`src/rtl/qam16_tx_modulator.sv`:
```
// 16-QAM transmit modulator: serial bits -> 4-bit Gray-mapped symbols -> fs/4 passband samples.
// Each symbol plays for SPS samples; a pending symbol register lets consecutive symbols run without a gap.
module qam16_tx_modulator #(
  parameter int SPS       = 8,
  parameter int SCALE     = 32,
  parameter int OUT_WIDTH = 8
) (
  input  logic                 clock,
  input  logic                 reset,
  input  logic                 bit_in,
  input  logic                 bit_valid,
  output logic                 bit_ready,
  output logic [OUT_WIDTH-1:0] sample_out,
  output logic                 sample_valid,
  output logic                 symbol_start
);

  localparam int CNT_W = $clog2(SPS);
  localparam logic [CNT_W-1:0] LAST_SAMPLE = CNT_W'(SPS - 1);
  localparam logic signed [OUT_WIDTH-1:0] SCALE_S = OUT_WIDTH'(SCALE);

  typedef enum logic {IDLE, RUN} state_t;

  state_t                       state_q, state_d;
  logic [1:0]                   bcnt_q, bcnt_d;
  logic [2:0]                   shift_q, shift_d;
  logic [3:0]                   pend_q, pend_d;
  logic                         pend_full_q, pend_full_d;
  logic [3:0]                   sym_q, sym_d;
  logic [CNT_W-1:0]             scnt_q, scnt_d;
  logic signed [OUT_WIDTH-1:0]  out_q, out_d;
  logic                         valid_q, valid_d;
  logic                         start_q, start_d;
  logic                         accept;
  logic                         load;

  function automatic logic signed [2:0] gray_level(input logic [1:0] g);
    case (g)
      2'b00:   return -3'sd3;
      2'b01:   return -3'sd1;
      2'b11:   return 3'sd1;
      default: return 3'sd3;
    endcase
  endfunction

  // Phase rotation of the fs/4 carrier: I, -Q, -I, +Q.
  function automatic logic signed [OUT_WIDTH-1:0] carrier_sample(input logic [3:0] sym,
                                                                 input logic [1:0] phase);
    logic signed [2:0]           lvl;
    logic signed [OUT_WIDTH-1:0] lvl_x;
    case (phase)
      2'd0:    lvl = gray_level(sym[3:2]);
      2'd1:    lvl = -gray_level(sym[1:0]);
      2'd2:    lvl = -gray_level(sym[3:2]);
      default: lvl = gray_level(sym[1:0]);
    endcase
    lvl_x = {{(OUT_WIDTH-3){lvl[2]}}, lvl};
    return lvl_x * SCALE_S;
  endfunction

  // Ready depends on registered state only.
  assign bit_ready = (bcnt_q != 2'd3) || !pend_full_q;
  assign accept    = bit_valid && bit_ready;

  always_comb begin
    state_d     = state_q;
    bcnt_d      = bcnt_q;
    shift_d     = shift_q;
    pend_d      = pend_q;
    pend_full_d = pend_full_q;
    sym_d       = sym_q;
    scnt_d      = scnt_q;
    out_d       = '0;
    valid_d     = 1'b0;
    start_d     = 1'b0;
    load        = 1'b0;

    if (accept) begin
      shift_d = {shift_q[1:0], bit_in};
      bcnt_d  = bcnt_q + 2'd1;
      if (bcnt_q == 2'd3) begin
        pend_d      = {shift_q, bit_in};
        pend_full_d = 1'b1;
      end
    end

    case (state_q)
      IDLE: begin
        if (pend_full_q) load = 1'b1;
      end
      RUN: begin
        out_d   = carrier_sample(sym_q, scnt_q[1:0]);
        valid_d = 1'b1;
        start_d = (scnt_q == '0);
        if (scnt_q == LAST_SAMPLE) begin
          if (pend_full_q) load = 1'b1;
          else             state_d = IDLE;
        end else begin
          scnt_d = scnt_q + CNT_W'(1);
        end
      end
      default: state_d = IDLE;
    endcase

    // A load never coincides with a 4th-bit accept, since ready is low in that case.
    if (load) begin
      sym_d       = pend_q;
      pend_full_d = 1'b0;
      scnt_d      = '0;
      state_d     = RUN;
    end
  end

  always_ff @(posedge clock) begin
    if (!reset) begin
      state_q     <= IDLE;
      bcnt_q      <= '0;
      shift_q     <= '0;
      pend_q      <= '0;
      pend_full_q <= 1'b0;
      sym_q       <= '0;
      scnt_q      <= '0;
      out_q       <= '0;
      valid_q     <= 1'b0;
      start_q     <= 1'b0;
    end else begin
      state_q     <= state_d;
      bcnt_q      <= bcnt_d;
      shift_q     <= shift_d;
      pend_q      <= pend_d;
      pend_full_q <= pend_full_d;
      sym_q       <= sym_d;
      scnt_q      <= scnt_d;
      out_q       <= out_d;
      valid_q     <= valid_d;
      start_q     <= start_d;
    end
  end

  assign sample_out   = out_q;
  assign sample_valid = valid_q;
  assign symbol_start = start_q;

endmodule

```
`config.mk`:
```
export PLATFORM = sky130hd
export DESIGN_NAME = qam16_tx_modulator
export DESIGN_NICKNAME = d
export VERILOG_FILES = /design/src/rtl/qam16_tx_modulator.sv
export SDC_FILE = /design/constraint.sdc
export NUM_CORES = 1
export LEC_CHECK = 0
export CAP_MARGIN = 20
export CELL_PAD_IN_SITES_DETAIL_PLACEMENT = 1
export CELL_PAD_IN_SITES_GLOBAL_PLACEMENT = 1
export CORE_ASPECT_RATIO = 0.75
export CORE_MARGIN = 4
export CORE_UTILIZATION = 43
export DETAILED_ROUTE_END_ITERATION = 12
export MAX_ROUTING_LAYER = met4
export PLACE_DENSITY_LB_ADDON = 0.2
export SETUP_SLACK_MARGIN = 0.2
export SYNTH_ARGS = -nofsm -noshare
export SYNTH_HDL_FRONTEND = slang
export SYNTH_SLANG_ARGS = --single-unit
export TNS_END_PERCENT = 20
```
`constraint.sdc`:
```
create_clock -name clock -period 2.2 [get_ports clock]
set_input_delay 0.66 -clock clock [delete_from_list [all_inputs] [get_ports clock]]
set_output_delay 0.66 -clock clock [all_outputs]
set_load 0.1 [all_outputs]
```
# Yosys cells after proc, flatten, opt, wreduce, memory -nomap -nowiden
# Cells that the tools add are included.
# op_classes
addsub,4
multipliers,0
div_mod_pow,0
n_lt_le_gt_ge,0
n_eq_ne,9
shift,0
n_mux,14
bitwise_logic,3
reduce_logical,11
# op_table
op,count
one-hot mux 3 bit (3 select lines),3
2-to-1 mux 3 bit,4
"equality test 2 bit, second input constant",4
"equality test 2 x 1 -> 1 bit, second input constant",3
zero test 2 bit,3
2-to-1 mux 1 bit,6
negation 3 bit,2
AND reduction 2 bit,3
"adder 3 x 1 -> 3 bit, second input constant",1
"equality test 3 bit, second input constant",1
zero test 3 bit,1
NOT 1 bit,3
"adder 2 x 1 -> 2 bit, second input constant",1
"!= test 2 bit, second input constant",1
one-hot mux 1 bit (2 select lines),1
OR reduction 2 bit,1
logical AND 1 bit,1
zero test 1 bit,1
logical OR 1 bit,1
# totals
regBits,28
latchBits,0
ram_bits,0
mem_bits_ro,0
inputBits,4
elab_cells,52
memories,0

# Depth between registers and ports, before layout
# Gate-level depths: netlist of run 1.
# depth
word_depth,6
mapped_depth,6
mapped_depth_nobuf,5

# Least setup slack after synthesis of run 1
# OpenSTA, ideal clock, no wires.
# synth_timing
path_kind,reg2out
start,register bcnt_q[0]
end,output bit_ready
arrival_time_ns,1.185
t_required_ns,1.540
path_slack_ns,0.355
stages_incl_launch_ff,3
path_cell_list,dfxtp_1 > ha_1 > nand2_1
# synth_between
elab_chain_len,2
# synth_lines
item,line_no,text
from (decl),25,"logic [1:0] bcnt_q, bcnt_d;"
from (signal assigned),128,bcnt_q <= bcnt_d;
!= test 2 bit,62,assign bit_ready = (bcnt_q != 2'd3) || !pend_full_q;
logical OR 1 bit,62,
to (decl),12,"output logic bit_ready,"
# Every way passes these cells.

# Final worst setup path of run 1
# Ends and elaborated chain as after synthesis.

==> impl_metrics.py, run 1 <==
metrics = {
    "status": {
        "status": "finished, final reports clean",
    },
    "clock_tree": {
        "cts.hold.buffers_added": 0,
        "cts_buffers": 3,
        "cts_tree": "yes",
        "cts_resized": 0,
        "htree_levels": 1,
        "clock-root-buffer": "clkbuf_4",
        "clkLatencyLatePin_ns": 0.31,
        "clockBufferDepth": 2,
        "cts_setup_buffers": 0,
        "clk_pin_slew_ns": 0.12,
        "clkSinkCount": 23,
    },
    "grt": {
        "grt_pass1_vias": 775,
        "antenna_found_initial": 0,
        "track_usage": 0.139,
        "grt_max_degree": 19,
        "grt_pass1_wl_um": 3470,
        "grt_overflow": 0,
    },
    "logic_synthesis": {
        "syn_area_mm2": 0.00109,
        "ys_seq_area_frac": 0.423,
        "synth_cell_types": 28,
        "synth-seq-cells": 23,
        "yosysWarnings": 0,
        "syn_avg_cell_area_um2": 9.62,
        "synth_cells": 113,
    },
    "timing": {
        "final.setup.tns_ns": 0,
        "fin_ws_ns": 0.334,
        "max_freq_mhz": 536,
        "fin_crit_sh": 0.848,
        "clock_skew_ns": 0.00169,
        "fin_crit_ns": 1.87,
        "finalHoldViolations": 0,
        "setup_viol": 0,
        "rsz0062_at_grt": "no",
        "slew_violations": 0,
        "holdWs_ns": 0.476,
    },
    "finish": {
        "diodes": 0,
        "fin_nets": 141,
        "fillCellCount": 274,
        "drive_gt1_frac": 0.0976,
        "multi_input_area_um2": 556,
        "postLayoutCellArea_mm2": 0.00121,
        "syn2layout_area_growth_pct": 11.3,
        "seq_area_um2": 460,
    },
    "critical_path": {
        "rrSetupSlack_ns": 0.60,
        "end_kind": "output port",
        "crit_family": "flip-flops",
        "crit_required_ns": 1.54,
        "critPathMaxStageDelay_ns": 0.37,
        "crit_chain": "ha_1, nand2_1, buf_12",
        "crit_fanout": 3,
        "crit_type": "flop to output port",
        "worstPathArrival_ns": 1.21,
        "setup.worst_path.start_class": "flop",
        "cp_slowest_cell": "dfxtp_1",
        "crit_buf_inv": 1,
    },
    "pwr": {
        "power_uw": 698,
        "irDropWorstVdd_uv": 329,
        "power_density_mw_per_mm2": 577,
        "p_leak_nw": 0.534,
    },
    "die": {
        "die_h_um": 51.6,
        "start_util": 0.463,
        "ios": 15,
        "core.rowCount": 15,
        "die-area_mm2": 0.00341,
        "core_area_mm2": 0.00235,
        "fp.dieW_um": 66.1,
    },
    "placement": {
        "dp_hpwl_um": 1590,
        "place_area_mm2": 0.00118,
        "routabilityCongestion": 0.732,
        "dp_slack_ns": 0.293,
        "io_buffer_count": 9,
    },
    "detailed_routing": {
        "final_antenna_net_count": 0,
        "drtIter0Drc": 23,
        "drc": 0,
        "routed_wl_um": 2010,
        "dr.pass1.iters": 4,
        "wl_per_cell_um": 12.8,
        "vias": 767,
        "via_per_inst": 4.89,
    },
    "flow_run": {
        "drv_cap": 0,
    },
    "worst_hold_path": {
        "min_path_type": "flop to flop",
    },
}
## cells in the final DEF, fill, tap and decap left out
cell / instances
a21boi_2: 1
a21oi_1: 9
and2_1: 2
and2b_1: 1
and3b_1: 1
buf_12: 1
buf_4: 6
clkbuf_1: 1
clkbuf_4: 3
clkdlybuf4s50_1: 3
clkinv_1: 1
conb_1: 5
dfxtp_1: 23
ha_1: 13
inv_1: 7
mux2_1: 1
mux2_2: 1
mux2i_1: 8
nand2_1: 5
nand2b_1: 2
nand3_1: 7
nand3b_1: 1
nor2_1: 10
nor2b_1: 1
o21a_1: 1
o21ai_0: 5
o21bai_1: 1
o311a_1: 2
xnor2_1: 1
## where the power goes
group / internal (mW) / leakage [nW] / switching, mW
Combinational: 0.0173 / 0.333 / 0.0578
Sequential: 0.423 / 0.186 / 0.00495
Clock: 0.0709 / 0.0150 / 0.123
Total: 0.512 / 0.534 / 0.186
## logic make-up after synthesis
family | Yosys count | synth area share
compound gates | 19 | 0.107
simple gates | 30 | 0.135
mux | 10 | 0.0944
buf+inv | 16 | 0.0794
other cells | 1 | 0.00345
flops | 23 | 0.423
xor+xnor | 1 | 0.00806
fa+ha+maj | 13 | 0.150
## worst register-to-register path, delay by kind of cell, from the launching register on
kind | cells | cell delay [ns]
adders and majority gates | 1 | 0.19
muxes | 1 | 0.34
AOI/OAI and AO/OA | 2 | 0.51
DFF | 1 | 0.38
buffers and inverters | 1 | 0.08
## worst paths after layout
path             start            end  depth (start not counted)
max          bcnt_q[0]      bit_ready                          3
min          pend_q[0]       sym_q[0]                          2
max reg2reg   sym_q[3]  sample_out[7]                          5
min reg2reg  pend_q[0]       sym_q[0]                          2
## layout make-up
class                   instances  share of cell area
repair buffers                 10              0.0786
flip-flops and latches         23               0.381
clock buffers                   4              0.0217
well taps                      34              0.0352
inverters                       8              0.0248
multi-input cells              78               0.459
## metrics by stage
stage               cells   util
finish                157  0.516
floorplan             117      -
global placement      153  0.505
global route          157  0.516
detailed placement    153  0.505
CTS                   157  0.516
## flip-flops by register name, summed over array words and instances, names as in the netlist, 2 cells and up
signal      flops
sample_out      3
scnt_q          3
pend_q          4
shift_q         3
bcnt_q          2
sym_q           4
## synth_stat cells
cell | instances | area, um^2
nand2b_1 | 2 | 12.5
inv_1 | 7 | 26.3
mux2i_1 | 8 | 80.1
conb_1 | 1 | 3.75
nand3_1 | 7 | 35.0
a21oi_1 | 9 | 45.0
mux2_2 | 1 | 11.3
o21bai_1 | 1 | 7.51
a21boi_2 | 1 | 11.3
and3b_1 | 1 | 8.76
clkbuf_1 | 1 | 3.75
xnor2_1 | 1 | 8.76
and2b_1 | 1 | 7.51
o21a_1 | 1 | 7.51
ha_1 | 13 | 163
nor2_1 | 10 | 37.5
clkinv_1 | 1 | 3.75
dfxtp_1 | 23 | 460
buf_1 | 1 | 3.75
nand3b_1 | 1 | 7.51
o21ai_0 | 5 | 25.0
buf_4 | 5 | 37.5
buf_6 | 1 | 11.3
nor2b_1 | 1 | 6.26
and2_1 | 2 | 12.5
o311a_1 | 2 | 20.0
mux2_1 | 1 | 11.3
nand2_1 | 5 | 18.8
## layer usage
| layer | part of all wire | routed length [um] | vias to the layer above | track usage |
|---|---|---|---|---|
| met5 | 0 | 0 | - | - |
| met4 | 0.0045 | 9 | 0 | 0.0203 |
| met3 | 0.056 | 113 | 4 | 0.0540 |
| met2 | 0.45 | 898 | 18 | 0.206 |
| met1 | 0.49 | 988 | 358 | 0.184 |
| li1 | - | - | 387 | - |
Power figures use the tool's default switching activity.
==> run 2: changes to the inputs <==
--- a/config.mk
+++ b/config.mk
@@ -10,7 +10,7 @@
 export CELL_PAD_IN_SITES_GLOBAL_PLACEMENT = 1
 export CORE_ASPECT_RATIO = 0.75
 export CORE_MARGIN = 4
-export CORE_UTILIZATION = 43
+export CORE_UTILIZATION = 36
 export DETAILED_ROUTE_END_ITERATION = 12
 export MAX_ROUTING_LAYER = met4
 export PLACE_DENSITY_LB_ADDON = 0.2
==> constraint.sdc (replaced) <==
create_clock -name clock -period 1.5 [get_ports clock]
set_input_delay 0.45 -clock clock [delete_from_list [all_inputs] [get_ports clock]]
set_output_delay 0.45 -clock clock [all_outputs]
set_load 0.1 [all_outputs]
==> run 2 against run 1 <==
Net effect: first-iteration DRC count increased by 8.7%; global-route usage decreased by 1.3 points; core utilization increased by 2.9 points; critical path type unchanged; total power increased by 65%; routed wire length increased by 22%; hold slack improved by 0.00090 ns; critical path depth unchanged.
==> impl_metrics.py, run 2 (same netlist as run 1, synthesis figures left out) <==
metrics = {
    "finish": {
        "diodes": 0,
        "final_common_cell": "dfxtp_1",
        "seq_area_um2": 479,
        "postLayoutCellArea_mm2": 0.00150,
        "final_cell_mix": "14 x dfxtp_1, 10 x nor2_1, 8 x mux2i_1",
        "drive_gt1_frac": 0.365,
        "fin_nets": 144,
        "multi_input_area_um2": 694,
        "fillCellCount": 289,
        "finish.utilization": 0.545,
        "syn2layout_area_growth_pct": 37.5,
        "top_regs": "pend_q x4, sym_q x4",
    },
    "clock_tree": {
        "htree_levels": 1,
        "cts_buffers": 3,
        "cts_tree": "yes",
        "clock-root-buffer": "clkbuf_8",
        "clk_pin_slew_ns": 0.08,
        "clkSinkCount": 23,
        "cts.hold.buffers_added": 0,
        "clkLatencyLatePin_ns": 0.27,
        "clockBufferDepth": 2,
    },
    "pwr": {
        "p_leak_nw": 0.616,
        "p_switching_uw": 303,
        "p_comb_frac": 0.113,
        "swShare": 0.264,
        "p_int_uw": 846,
        "clockPowerShare": 0.342,
        "irDropWorstVdd_uv": 434,
        "p_seq_frac": 0.545,
        "power_density_mw_per_mm2": 768,
    },
    "detailed_routing": {
        "routed_wl_um": 2460,
        "drtIter0Drc": 25,
        "drc": 0,
        "vias": 793,
        "wl_per_cell_um": 15.2,
        "via_per_inst": 4.90,
        "dr.pass1.iters": 4,
        "final_antenna_net_count": 0,
    },
    "timing": {
        "max_freq_mhz": 681,
        "fin_ws_ns": 0.0325,
        "slew_violations": 0,
        "fin_crit_sh": 0.978,
        "final.setup.tns_ns": 0,
        "holdWs_ns": 0.477,
        "setup_viol": 0,
        "fin_crit_ns": 1.47,
        "rsz0062_at_grt": "yes",
        "clock_skew_ns": 0.00251,
        "finalHoldViolations": 0,
    },
    "critical_path": {
        "crit_required_ns": 1.05,
        "crit_fanout": 3,
        "end_kind": "output port",
        "r2r_start": "sym_q[3]",
        "rr_worst_depth": 5,
        "worstPathArrival_ns": 1.02,
        "worst_r2r_endpoint": "sample_out[7]",
        "setup.worst_path.start_class": "flop",
        "crit_type": "flop to output port",
        "rrSetupSlack_ns": 0.03,
    },
    "worst_hold_path": {
        "min_path_type": "flop to flop",
        "holdPathEnd": "sym_q[3]",
        "hold_start": "pend_q[3]",
        "hold_depth": 2,
    },
    "placement": {
        "dp_hpwl_um": 1710,
        "io_buffer_count": 9,
        "dp_slack_ns": -0.119,
        "routabilityCongestion": 0.727,
        "place_area_mm2": 0.00129,
    },
    "grt": {
        "track_usage": 0.126,
        "grt_pass1_wl_um": 3750,
        "grt_overflow": 0,
        "antenna_found_initial": 0,
        "grt_pass1_vias": 823,
        "grt_max_degree": 19,
    },
    "die": {
        "core.rowCount": 16,
        "core_area_mm2": 0.00274,
        "start_util": 0.396,
        "fp.dieW_um": 71.5,
        "die_h_um": 55.6,
        "die-area_mm2": 0.00397,
        "ios": 15,
    },
    "flow_run": {
        "drv_cap": 0,
    },
    "status": {
        "status": "finished, final reports clean",
    },
}
run 2: final cells by class:
cell class | count | share of cell area
multi-input cells | 78 | 0.464
inverters | 8 | 0.0218
clock buffers | 4 | 0.0301
well taps | 36 | 0.0301
repair buffers | 13 | 0.133
flip-flops and latches | 23 | 0.321
run 2: worst max-delay path, stage by stage, from the launching register on:
cell,delay [ns]
dfxtp_2,0.34
ha_4,0.17
nand2_4,0.07
buf_12,0.16
run 2: metrics by stage:
stage | power [mW] | std cells
4_1_cts | 1.17 | 162
3_5_place_dp | 0.762 | 157
6_report | 1.15 | 162
2_1_floorplan | 0.742 | 117
3_3_place_gp | 0.759 | 157
5_1_grt | 1.20 | 162
run 2: how the worst max path moves through the flow:
stage | startpoint | end | slack, ns | depth (start not counted)
4_1_cts | sym_q[3] | sample_out[7] | 0.02 | 5
2_1_floorplan | sym_q[2] | sample_out[7] | 0.12 | 5
6_report | bcnt_q[1] | bit_ready | 0.03 | 3
5_1_grt | bcnt_q[1] | bit_ready | -0.006 | 3
3_5_place_dp | bit_valid | shift_q[0] | -0.12 | 5
3_3_place_gp | bit_valid | bcnt_q[1] | -0.06 | 5
run 2: power by group through the flow:
| stage | clock [mW] | combinational (mW) | sequential [mW] |
|---|---|---|---|
| global route | 0.433 | 0.138 | 0.628 |
| detailed placement | 0 | 0.119 | 0.643 |
| global placement | 0 | 0.117 | 0.642 |
| CTS | 0.411 | 0.127 | 0.632 |
| floorplan | 0 | 0.0980 | 0.644 |
| finish | 0.393 | 0.130 | 0.626 |
run 2: repair_timing:
action,4_1_cts,5_1_grt
setup buffers,1,0
setup endpoints to repair,15,18
pin swaps,3,17
gates resized for setup,14,31
run 2: routing by layer:
metal | track usage | vias to the layer above | routed length (um)
met5 | - | - | 0
met4 | 0.0509 | 0 | 36
met3 | 0.0487 | 5 | 104
met2 | 0.195 | 13 | 1230
met1 | 0.146 | 378 | 1090
li1 | - | 397 | -
==> run 3: changes to the inputs <==
--- a/config.mk
+++ b/config.mk
@@ -18,4 +18,4 @@
 export SYNTH_ARGS = -nofsm -noshare
 export SYNTH_HDL_FRONTEND = slang
 export SYNTH_SLANG_ARGS = --single-unit
-export TNS_END_PERCENT = 20
+export TNS_END_PERCENT = 10
==> run 3 against run 2 <==
Net effect: core utilization increased by 0.27 points; via count rose by 2.4%; register-to-register slack improved by 0.03 ns; clock power fell by 2%; clock skew grew 0.00055 ns; sequential cell count is the same; first-iteration DRC count grew 120%; worst setup slack improved by 0.0054 ns; hold slack better by 0.0029 ns; count of clock-buffer cells in the layout did not move; critical path type unchanged; largest power group unchanged; highest routed layer unchanged.
==> impl_metrics.py, run 3 (same netlist as run 1, synthesis figures left out) <==
metrics = {
    "detailed_routing": {
        "drtIter0Drc": 56,
        "wl_per_cell_um": 14.8,
        "routed_wl_um": 2400,
        "via_per_inst": 5.01,
        "final_antenna_net_count": 0,
        "vias": 812,
        "drc": 0,
        "dr.pass1.iters": 3,
    },
    "die": {
        "start_util": 0.396,
        "die_h_um": 55.6,
        "core_area_mm2": 0.00274,
        "fp.dieW_um": 71.5,
        "core.rowCount": 16,
        "ios": 15,
        "die-area_mm2": 0.00397,
    },
    "clock_tree": {
        "cts_tree": "yes",
        "clkSinkCount": 23,
        "cts_buffers": 3,
        "clockBufferDepth": 2,
        "htree_levels": 1,
        "clkLatencyLatePin_ns": 0.26,
        "cts.hold.buffers_added": 0,
        "clock-root-buffer": "clkbuf_8",
        "clk_pin_slew_ns": 0.08,
    },
    "critical_path": {
        "rrSetupSlack_ns": 0.06,
        "critPathMaxStageDelay_ns": 0.34,
        "end_kind": "output port",
        "r2r_start": "sym_q[2]",
        "crit_buf_inv": 1,
        "crit_chain": "ha_4, nand2_4, buf_12",
        "cp_slowest_cell": "dfxtp_2",
        "setup.worst_path.start_class": "flop",
        "crit_family": "flip-flops",
        "crit_fanout": 3,
        "worst_r2r_endpoint": "sample_out[7]",
        "crit_type": "flop to output port",
        "worstPathArrival_ns": 1.01,
        "rr_worst_depth": 5,
        "crit_required_ns": 1.05,
    },
    "finish": {
        "multi_input_area_um2": 699,
        "diodes": 0,
        "fillCellCount": 279,
        "postLayoutCellArea_mm2": 0.00150,
        "fin_nets": 144,
        "final_common_cell": "dfxtp_1",
        "stdcell_count": 162,
        "top_regs": "pend_q x4, sym_q x4",
        "finish.utilization": 0.548,
        "syn2layout_area_growth_pct": 38.2,
        "seq_area_um2": 479,
        "final_cell_mix": "14 x dfxtp_1, 10 x nor2_1, 8 x mux2i_1",
        "drive_gt1_frac": 0.373,
    },
    "timing": {
        "finalHoldViolations": 0,
        "max_freq_mhz": 684,
        "holdWs_ns": 0.480,
        "slew_violations": 0,
        "rsz0062_at_grt": "yes",
        "fin_ws_ns": 0.0379,
        "setup_viol": 0,
        "fin_crit_sh": 0.975,
        "fin_crit_ns": 1.46,
        "clock_skew_ns": 0.00306,
        "final.setup.tns_ns": 0,
    },
    "pwr": {
        "power_mw": 1.14,
        "power_density_mw_per_mm2": 760,
        "irDropWorstVdd_uv": 432,
        "p_leak_nw": 0.617,
    },
    "placement": {
        "routabilityCongestion": 0.727,
        "dpl.cell_count": 157,
        "dp_slack_ns": -0.119,
        "dp_hpwl_um": 1710,
        "place_area_mm2": 0.00129,
        "io_buffer_count": 9,
    },
    "status": {
        "status": "finished, final reports clean",
    },
    "grt": {
        "grt_overflow": 0,
        "grt_pass1_wl_um": 3740,
        "grt_max_degree": 19,
        "grt_pass1_vias": 824,
        "antenna_found_initial": 0,
        "track_usage": 0.125,
    },
    "worst_hold_path": {
        "min_path_type": "flop to flop",
        "hold_depth": 2,
        "holdPathEnd": "sym_q[0]",
        "hold_start": "pend_q[0]",
    },
    "flow_run": {
        "drv_cap": 0,
    },
}
run 3: report_power, final:
group,leakage (nW),total [mW],internal (mW),switching [mW]
registers,0.191,0.626,0.616,0.0101
logic,0.403,0.130,0.0397,0.0903
clock network,0.0228,0.386,0.190,0.197
total,0.617,1.14,0.846,0.297
run 3: layout make-up:
cell class,instances,area share
tap,36,0.0300
inverter,8,0.0233
multi-input combinational,78,0.465
sequential,23,0.319
clock buffer,4,0.0300
timing repair buffer,13,0.132
run 3: layer usage:
layer,track usage,routed length (um),up-vias
li1,-,-,397
met1,0.146,1090,400
met2,0.195,1200,13
met3,0.0433,94,2
met4,0.0509,10,0
met5,-,0,-
run 3: worst min-delay path, stage by stage, from the launching register on:
cell     delay [ns]
dfxtp_1        0.31
nand3_1        0.06
a21oi_1        0.06
run 3: worst max-delay path by stage:
stage | slack [ns] | from | depth (start not counted) | endpoint
final | 0.04 | bcnt_q[1] | 3 | bit_ready
after global routing | -0.005 | bcnt_q[1] | 3 | bit_ready
after CTS | 0.02 | sym_q[3] | 5 | sample_out[7]
after detailed placement | -0.12 | bit_valid | 5 | shift_q[0]
after global placement | -0.06 | bit_valid | 5 | bcnt_q[1]
after floorplan | 0.12 | sym_q[2] | 5 | sample_out[7]
run 3: timing repair:
action                     4_1_cts  5_1_grt
buffers inserted                 1        0
setup endpoints to repair       15       18
pin swaps                        2       14
gates resized for setup         12       35
